<file path="src/rtl/uart_pkg.sv">
// Shared definitions for the UART path: parity modes, TX state encoding,
// standard bit timing and the parameter legality rules used at elaboration.
package uart_pkg;

  localparam int PARITY_NONE = 0;
  localparam int PARITY_ODD  = 1;
  localparam int PARITY_EVEN = 2;

  // 100 MHz / 115200 baud, rounded to the nearest whole cycle.
  localparam int CLKS_PER_BIT_115200 = 868;

  typedef enum logic [2:0] {
    ST_IDLE   = 3'd0,
    ST_START  = 3'd1,
    ST_DATA   = 3'd2,
    ST_PARITY = 3'd3,
    ST_STOP   = 3'd4
  } tx_state_e;

  function automatic bit uart_params_legal(input int data_bits,
                                           input int parity,
                                           input int stop_bits,
                                           input int clks_per_bit);
    bit ok;
    ok = (data_bits >= 5) && (data_bits <= 9);
    ok = ok && (parity == PARITY_NONE || parity == PARITY_ODD || parity == PARITY_EVEN);
    ok = ok && (stop_bits == 1 || stop_bits == 2);
    ok = ok && (clks_per_bit >= 2);
    return ok;
  endfunction

  function automatic bit baud_param_legal(input int clks_per_bit);
    return clks_per_bit >= 2;
  endfunction

  // Zero-extension of narrower payloads does not disturb the XOR reduction.
  function automatic logic parity_bit(input logic [8:0] data, input int mode);
    return (mode == PARITY_ODD) ? ~(^data) : (^data);
  endfunction

endpackage

</file>
<file path="src/rtl/uart_tx_param_if.sv">
// Producer-to-transmitter valid/ready channel carrying one payload word.
interface uart_tx_param_if #(
    parameter int DATA_BITS = 8
);
    logic [DATA_BITS-1:0] data_in;
    logic                 in_valid;
    logic                 in_ready;

    modport master (
        output data_in,
        output in_valid,
        input  in_ready
    );

    modport slave (
        input  data_in,
        input  in_valid,
        output in_ready
    );
endinterface

</file>
<file path="src/rtl/uart_baud_gen.sv">
// Free-running bit-period counter with a one-cycle bit_end strobe; shared by
// the UART TX and RX blocks.
module uart_baud_gen
    import uart_pkg::*;
#(
    parameter int CLKS_PER_BIT = CLKS_PER_BIT_115200
) (
    input  logic clk_100m,
    input  logic rst,
    input  logic restart,
    input  logic enable,
    output logic bit_end
);

    localparam int                CNT_W   = $clog2(CLKS_PER_BIT);
    localparam logic [CNT_W-1:0]  CNT_MAX = CNT_W'(CLKS_PER_BIT - 1);

    if (!baud_param_legal(CLKS_PER_BIT)) begin : g_bad_params
        $error("uart_baud_gen: CLKS_PER_BIT must be at least 2");
    end

    logic [CNT_W-1:0] cnt_q;

    // NOTE: clocked state uses <= so every flop samples pre-edge values.
    always_ff @(posedge clk_100m) begin
        if (rst || restart) begin
            cnt_q <= '0;
        end else if (enable) begin
            cnt_q <= (cnt_q == CNT_MAX) ? '0 : cnt_q + 1'b1;
        end
    end

    assign bit_end = enable && (cnt_q == CNT_MAX);

endmodule

</file>
<file path="src/rtl/uart_tx_param.sv">
// Parametrised UART transmitter: one-entry holding register in front of a
// start/data/parity/stop framer, with back-to-back frames at full line rate.
module uart_tx_param
    import uart_pkg::*;
#(
    parameter int DATA_BITS    = 8,
    parameter int PARITY       = PARITY_NONE,
    parameter int STOP_BITS    = 1,
    parameter int CLKS_PER_BIT = CLKS_PER_BIT_115200
) (
    input  logic             clk_100m,
    input  logic             rst,
    uart_tx_param_if.slave   up,
    output logic             tx,
    output logic             tx_busy
);

    if (!uart_params_legal(DATA_BITS, PARITY, STOP_BITS, CLKS_PER_BIT)) begin : g_bad_params
        $error("uart_tx_param: illegal DATA_BITS/PARITY/STOP_BITS/CLKS_PER_BIT");
    end

    localparam int               IDX_W      = $clog2(DATA_BITS);
    localparam logic [IDX_W-1:0] LAST_IDX   = IDX_W'(DATA_BITS - 1);
    localparam bit               HAS_PARITY = (PARITY != PARITY_NONE);
    localparam bit               TWO_STOP   = (STOP_BITS == 2);

    tx_state_e            state_q, state_d;
    logic                 tx_q, tx_d;
    logic                 busy_q;
    logic                 in_ready_q;
    logic                 hold_full_q, hold_full_d;
    logic [DATA_BITS-1:0] hold_q, hold_d;
    logic [DATA_BITS-1:0] shreg_q, shreg_d;
    logic [IDX_W-1:0]     idx_q, idx_d;
    logic                 stop_q, stop_d;
    logic                 par_q, par_d;
    logic                 load;
    logic                 accept;
    logic                 bit_end;

    assign accept = up.in_valid && in_ready_q;

    uart_baud_gen #(
        .CLKS_PER_BIT (CLKS_PER_BIT)
    ) u_baud (
        .clk_100m (clk_100m),
        .rst      (rst),
        .restart  (load),
        .enable   (state_q != ST_IDLE),
        .bit_end  (bit_end)
    );

    always_comb begin
        // NOTE: every output gets a default first, so no path leaves a latch.
        state_d = state_q;
        tx_d    = tx_q;
        shreg_d = shreg_q;
        idx_d   = idx_q;
        stop_d  = stop_q;
        par_d   = par_q;
        load    = 1'b0;

        unique case (state_q)
            ST_IDLE: begin
                if (hold_full_q) load = 1'b1;
            end
            ST_START: begin
                if (bit_end) begin
                    tx_d    = shreg_q[0];
                    shreg_d = shreg_q >> 1;
                    idx_d   = '0;
                    par_d   = parity_bit(9'(shreg_q), PARITY);
                    state_d = ST_DATA;
                end
            end
            ST_DATA: begin
                if (bit_end) begin
                    if (idx_q == LAST_IDX) begin
                        stop_d = 1'b0;
                        if (HAS_PARITY) begin
                            tx_d    = par_q;
                            state_d = ST_PARITY;
                        end else begin
                            tx_d    = 1'b1;
                            state_d = ST_STOP;
                        end
                    end else begin
                        tx_d    = shreg_q[0];
                        shreg_d = shreg_q >> 1;
                        idx_d   = idx_q + 1'b1;
                    end
                end
            end
            ST_PARITY: begin
                if (bit_end) begin
                    tx_d    = 1'b1;
                    stop_d  = 1'b0;
                    state_d = ST_STOP;
                end
            end
            ST_STOP: begin
                if (bit_end) begin
                    if (TWO_STOP && !stop_q) begin
                        stop_d = 1'b1;
                    end else if (hold_full_q) begin
                        load = 1'b1;
                    end else begin
                        state_d = ST_IDLE;
                    end
                end
            end
            default: state_d = ST_IDLE;
        endcase

        // Loading from IDLE and chaining from the last stop bit share one path.
        if (load) begin
            shreg_d = hold_q;
            tx_d    = 1'b0;
            state_d = ST_START;
        end

        hold_d      = accept ? up.data_in : hold_q;
        hold_full_d = accept || (hold_full_q && !load);
    end

    always_ff @(posedge clk_100m) begin
        if (rst) begin
            state_q     <= ST_IDLE;
            tx_q        <= 1'b1;
            busy_q      <= 1'b0;
            in_ready_q  <= 1'b1;
            hold_full_q <= 1'b0;
        end else begin
            state_q     <= state_d;
            tx_q        <= tx_d;
            busy_q      <= (state_d != ST_IDLE) || hold_full_d;
            in_ready_q  <= !hold_full_d;
            hold_full_q <= hold_full_d;
        end
    end

    // NOTE: payload and counters carry no reset; they are always written
    // before the control path that reads them can reach them.
    always_ff @(posedge clk_100m) begin
        hold_q  <= hold_d;
        shreg_q <= shreg_d;
        idx_q   <= idx_d;
        stop_q  <= stop_d;
        par_q   <= par_d;
    end

    assign up.in_ready = in_ready_q;
    assign tx          = tx_q;
    assign tx_busy     = busy_q;

endmodule

</file>
<file path="src/flat_wrapper.sv">
// flat-port wrapper written by rule: the top's interface ports become plain ports
module uart_tx_param_flat import uart_pkg::*;
#(
    parameter int DATA_BITS    = 8,
    parameter int PARITY       = PARITY_NONE,
    parameter int STOP_BITS    = 1,
    parameter int CLKS_PER_BIT = CLKS_PER_BIT_115200
)
  (clk_100m, rst, tx, tx_busy, up_data_in, up_in_valid, up_in_ready);
  uart_tx_param_if #(.DATA_BITS(DATA_BITS)) up_i ();
  input  logic clk_100m;
  input  logic rst;
  output logic tx;
  output logic tx_busy;
  input wire logic [$bits(up_i.data_in)-1:0] up_data_in;
  input wire logic [$bits(up_i.in_valid)-1:0] up_in_valid;
  output wire logic [$bits(up_i.in_ready)-1:0] up_in_ready;
  assign up_i.data_in = up_data_in;
  assign up_i.in_valid = up_in_valid;
  assign up_in_ready = up_i.in_ready;
  uart_tx_param #(.DATA_BITS(DATA_BITS), .PARITY(PARITY), .STOP_BITS(STOP_BITS), .CLKS_PER_BIT(CLKS_PER_BIT)) u_core (.clk_100m(clk_100m), .rst(rst), .up(up_i), .tx(tx), .tx_busy(tx_busy));
endmodule
</file>
<file path="config.mk">
export PLATFORM = sky130hd
export DESIGN_NAME = uart_tx_param_flat
export DESIGN_NICKNAME = d
export VERILOG_FILES = /design/src/rtl/uart_pkg.sv /design/src/rtl/uart_tx_param_if.sv /design/src/rtl/uart_baud_gen.sv /design/src/rtl/uart_tx_param.sv /design/src/flat_wrapper.sv
export SDC_FILE = /design/constraint.sdc
export NUM_CORES = 1
export LEC_CHECK = 0
export CAP_MARGIN = 20
export CORE_MARGIN = 4
export CORE_UTILIZATION = 50
export CTS_BUF_LIST = sky130_fd_sc_hd__clkbuf_4 sky130_fd_sc_hd__clkbuf_8 sky130_fd_sc_hd__clkbuf_16
export DETAILED_ROUTE_END_ITERATION = 6
export HOLD_SLACK_MARGIN = 0.12
export PLACE_DENSITY = 0.74
export SYNTH_ARGS = -nofsm -noshare
export SYNTH_HDL_FRONTEND = slang
export SYNTH_SLANG_ARGS = --single-unit
</file>
<file path="constraint.sdc">
create_clock -name clk_100m -period 2.48 [get_ports clk_100m]
set_input_delay 0.62 -clock clk_100m [delete_from_list [all_inputs] [get_ports clk_100m]]
set_output_delay 0.62 -clock clk_100m [all_outputs]
set_load 0.03 [all_outputs]
</file>
* Yosys cells after proc, flatten, opt, wreduce, memory -nomap -nowiden
Index checks and enable logic that the tools add are counted.
** Operators by class
- Add/subtract/negate cells :: 2
- Eq/ne operators :: 13
- Mux-type cells :: 27
- Reductions and logical operators :: 17
** Operators by type and width (count)
- $mux 8 :: 4
- $mux 3 :: 10
- $pmux 8 s2 :: 1
- $pmux 3 s5 :: 1
- $reduce_and 4->1 :: 3
- $add 10x1->10 const B :: 1
- $eq 10x10->1 const B :: 1
- $mux 10 :: 1
- $ne 3x2->1 const B :: 3
- $reduce_bool 3->1 :: 3
- $mux 1 :: 7
- $eq 3x2->1 const B :: 2
- $eq 3x3->1 const B :: 2
- $pmux 3 s2 :: 1
- $ne 2x1->1 const B :: 2
- $reduce_bool 4->1 :: 1
- $add 3x1->3 const B :: 1
- $eq 3x1->1 const B :: 1
- $logic_and 1x1->1 :: 3
- $logic_not 3->1 :: 1
- $logic_or 1x1->1 :: 3
- $ne 3x3->1 const B :: 1
- $pmux 1 s3 :: 1
- $logic_not 1->1 :: 2
- 3 further kinds :: 3
** Storage, ports and cells
- Flip-flop bits (word level) :: 36
- Input bits :: 11
- Word-level logic and storage cells :: 68

* Logic depth before layout (Yosys ltp)
- Word-level depth :: 8
- Mapped depth :: 7
- Mapped depth without buffers :: 7

* Hierarchy
From an unflattened synthesis, not the netlist that was laid out.
** Unflattened totals
- Cells, all modules :: 137
- Area total of the unflattened synthesis :: 1610.3 µm²
** Modules (own cells, without submodules)
- uart_tx_param :: instances 1, cells an instance 87, area an instance 1138.6 µm², sequential area each 710.7 µm²
- uart_baud_gen :: instances 1, cells an instance 50, area an instance 471.7 µm², sequential area each 200.2 µm²

* Least setup slack after synthesis
Ideal clock, no wire load.
- Path kind :: reg2reg
- Start :: reg u_core.idx_q[0]
- End :: reg u_core.shreg_q[0] (enable)
- Library setup time :: 0.310 ns
- Data arrival time :: 1.989 ns
- Slack :: 0.181 ns
- Cell stages (with the launch flop) :: 7
- Path buffers :: 0
- Period minus slack after synthesis :: 2.299 ns
- Path through :: edfxtp_1 > ha_1 > ha_1 > or3b_2 > a21oi_1 > nor3b_1 > or2_2
** On the way
- Longest elaborated chain between the ends :: 3
** Ends and longest elaborated chain
- start, declared :: RTL line uart_tx_param.sv:34 : logic [IDX_W-1:0] idx_q, idx_d;
- start signal, assigned :: RTL line uart_tx_param.sv:147 : idx_q <= idx_d;
- $eq 3x3->1 :: RTL line uart_tx_param.sv:78 : if (idx_q == LAST_IDX) begin
- $ne 3x3->1 (no source line)
- $reduce_and 4->1 (no source line)
- end signal, assigned :: RTL line uart_tx_param.sv:146 : shreg_q <= shreg_d;
- end, declared :: RTL line uart_tx_param.sv:33 : logic [DATA_BITS-1:0] shreg_q, shreg_d;
Every way passes these cells.
A chain may end at the register's enable or synchronous reset.

* Final worst setup path
- Start :: reg u_core.idx_q[0]
- End :: reg u_core.shreg_q[4] (enable)
Same word-level chain as after synthesis.

==> results.yml <==
timing:
  skew_ps: 4.23
  setup_viol: 0
  final_hold_viol_count: 0
  rsz0062_at_grt: "no"
  slew_headroom: 0.650
  layout_min_cycle_time_ps: 2360
  finalMaxSlewViolations: 0
  fmax_ghz: 0.424
  worst_slack_ps: 121
  timing.hold.ws_ps: 537
  period_share: 0.951
  tightest_slew_ps: 518
  tns_ps: 0
global_routing:
  grt_pass1_vias: 1040
  gr-total-overflow: 0
  grt_pass1_wl_um: 4950
  antenna_found_initial: 0
  track_usage: 0.161
  grt_max_degree: 15
critical_path:
  critPathTopFamily: "simple AND/OR/NAND/NOR gates"
  arrival_ps: 2410
  worstSetupPathType: "flip-flop to flip-flop"
  crit_chain: "ha_1, ha_1, or3b_2, a21oi_1, nor3b_1, or2_2"
  cp_common_cell: "ha_1"
  crit_buf_inv: 0
  cp_slowest_cell: "or3b_2"
  path_max_fanout: 8
  crit_required_ps: 2530
  rrSetupSlack_ps: 120
  critPathMaxStageDelay_ps: 430
  startpoint_type: "flip-flop"
  end_kind: "flip-flop"
clock_network:
  numCtsBuffers: 5
  clockBufferDepth: 2
  post-cts-setup-buffers: 0
  htreeDepth: 2
  cts_sinks: 36
  clock_latency_ps: 340
  cts_tree: "yes"
  clkTransAtPathRegs_ps: 110
  clock_tree.root_cell: "clkbuf_4"
drt:
  wl_per_cell_um: 15.5
  first_pass_iters: 4
  ant_nets: 0
  drc: 0
  vias: 1040
  drt_iter0_drc: 60
  wl_um: 2840
  via_per_inst: 5.68
place:
  gp_congestion: 0.774
  dp.final_hpwl_um: 2050
  pre_cts_slack_ps: 108
  portBuffers: 13
synthesis:
  seq_area_frac_synth: 0.597
  syn_inst: 131
  avgSynthCellArea_sq_um: 11.7
  synth_seq_cells: 36
  synth-edff-count: 19
  synthArstFlopShare: 0
  syn_nets: 145
  synth_flop_cell: "edfxtp_1"
  yosys_warnings: 0
  syn_area_sq_um: 1530
  synth_cell_types: 37
power:
  power.share.clock: 0.348
  pwr_density_cell_nw_per_um2: 656
  combinationalPowerShare: 0.085
  seqPwrFrac: 0.568
  p_leak_nw: 0.653
  ir_drop_mv: 0.449
  power_w: 0.00118
  switching_share: 0.224
  power.switching_w: 0.000264
  p_int_w: 0.000915
finish:
  drive_above_1_share: 0.158
  fin_util: 0.635
  diodes: 0
  nNetsFinal: 165
  area_growth_pct: 17.7
min_path:
  min_path_type: "flip-flop to flip-flop"
floorplanning:
  core-area_sq_um: 2830
  ios: 14
  initial_utilization: 0.540
  rows: 19
  die_area_sq_um: 4000
  fp.dieH_um: 63.3
  die_w_um: 63.3
outcome:
  status: "finished, final reports clean"
flow_run:
  cap_violations: 0
==> logic make-up after synthesis <==
| kind of cell | count (synthesis) | share of synthesized area |
|---|---|---|
| compound gates | 16 | 0.0762 |
| xor+xnor | 9 | 0.0516 |
| mux | 7 | 0.0516 |
| flops | 36 | 0.597 |
| fa+ha+maj | 3 | 0.0246 |
| simple gates | 51 | 0.175 |
| buf+inv | 9 | 0.0238 |
==> worst paths after layout <==
path,from,endpoint,depth (start not counted)
worst max-delay path,u_core.idx_q[0]$_SDFFCE_PN0P_,u_core.shreg_q[4]$_DFFE_PP_,6
worst min-delay path,u_core.hold_q[7]$_DFFE_PP_,u_core.shreg_q[7]$_SDFFCE_PN0P_,1
worst max register to register,u_core.idx_q[0]$_SDFFCE_PN0P_,u_core.shreg_q[4]$_DFFE_PP_,6
worst min register to register,u_core.hold_q[7]$_DFFE_PP_,u_core.shreg_q[7]$_SDFFCE_PN0P_,1
==> metrics by stage <==
| stage | cells | area (sq um) |
|---|---|---|
| after floorplan | 131 | 1530 |
| after global placement | 175 | 1710 |
| after detailed placement | 175 | 1710 |
| after CTS | 183 | 1790 |
| after global routing | 183 | 1800 |
| final | 183 | 1800 |
==> power groups by stage <==
stage / registers (W) / logic [W] / clock network (W)
2_1_floorplan: 0.000686 / 0.0000509 / 0
3_3_place_gp: 0.000682 / 0.0000965 / 0
3_5_place_dp: 0.000683 / 0.0000996 / 0
4_1_cts: 0.000670 / 0.0000997 / 0.000417
5_1_grt: 0.000673 / 0.000109 / 0.000446
6_report: 0.000669 / 0.0000997 / 0.000410
==> flip-flops by register name, summed over array words and instances (netlist names) <==
signal,flops
u_core.tx,1
u_core.shreg_q,8
u_core.up.in_ready,1
u_core.tx_busy,1
u_core.hold_q,8
u_core.u_baud.cnt_q,10
u_core.state_q,3
u_core.idx_q,3
u_core.hold_full_q,1
==> layer usage <==
layer	global-route usage	routed length (um)
met5	0	0
met3	0.0409	101
met1	0.215	1340
met2	0.238	1340
met4	0.0863	62
==> area by class of cell <==
cell class | count | area [sq um]
multi-input cells | 86 | 584
inverters | 4 | 15.0
repair buffers | 18 | 168
clock inverters | 3 | 42.5
fillers | 236 | 1030
clock buffers | 5 | 37.5
well taps | 31 | 38.8
flip-flops and latches | 36 | 911
==> layout by cell type, fill, tap and decap left out, drive strengths merged, types with 3 or more instances in the layout <==
cell,netlist,final
nand2b,3,3
nor3,6,6
nand2,8,8
clkdlybuf4s50,0,13
and3,4,4
nor2,15,15
buf,2,5
mux2,7,7
dfxtp,17,17
edfxtp,19,19
clkbuf,3,5
xor2,3,3
inv,4,4
xnor2,6,6
ha,3,3
==> cell usage after synthesis, types with 3 or more instances <==
cell	instances	area, sq um
edfxtp_1	19	571
dfxtp_1	17	340
nor2_1	15	56.3
nand2_1	8	30.0
mux2_2	7	78.8
nor3_1	6	30.0
xnor2_1	6	52.6
and3_1	4	25.0
inv_1	4	15.0
clkbuf_1	3	11.3
ha_1	3	37.5
nand2b_1	3	18.8
xor2_1	3	26.3
==> repair_timing <==
item | in CTS | in global routing
endpoints found under the setup margin | 0 | 1
hold buffers | 0 | 0
gates resized for setup | 0 | 1
hold endpoints to repair | 0 | 0
Power figures use the tool's default switching activity.
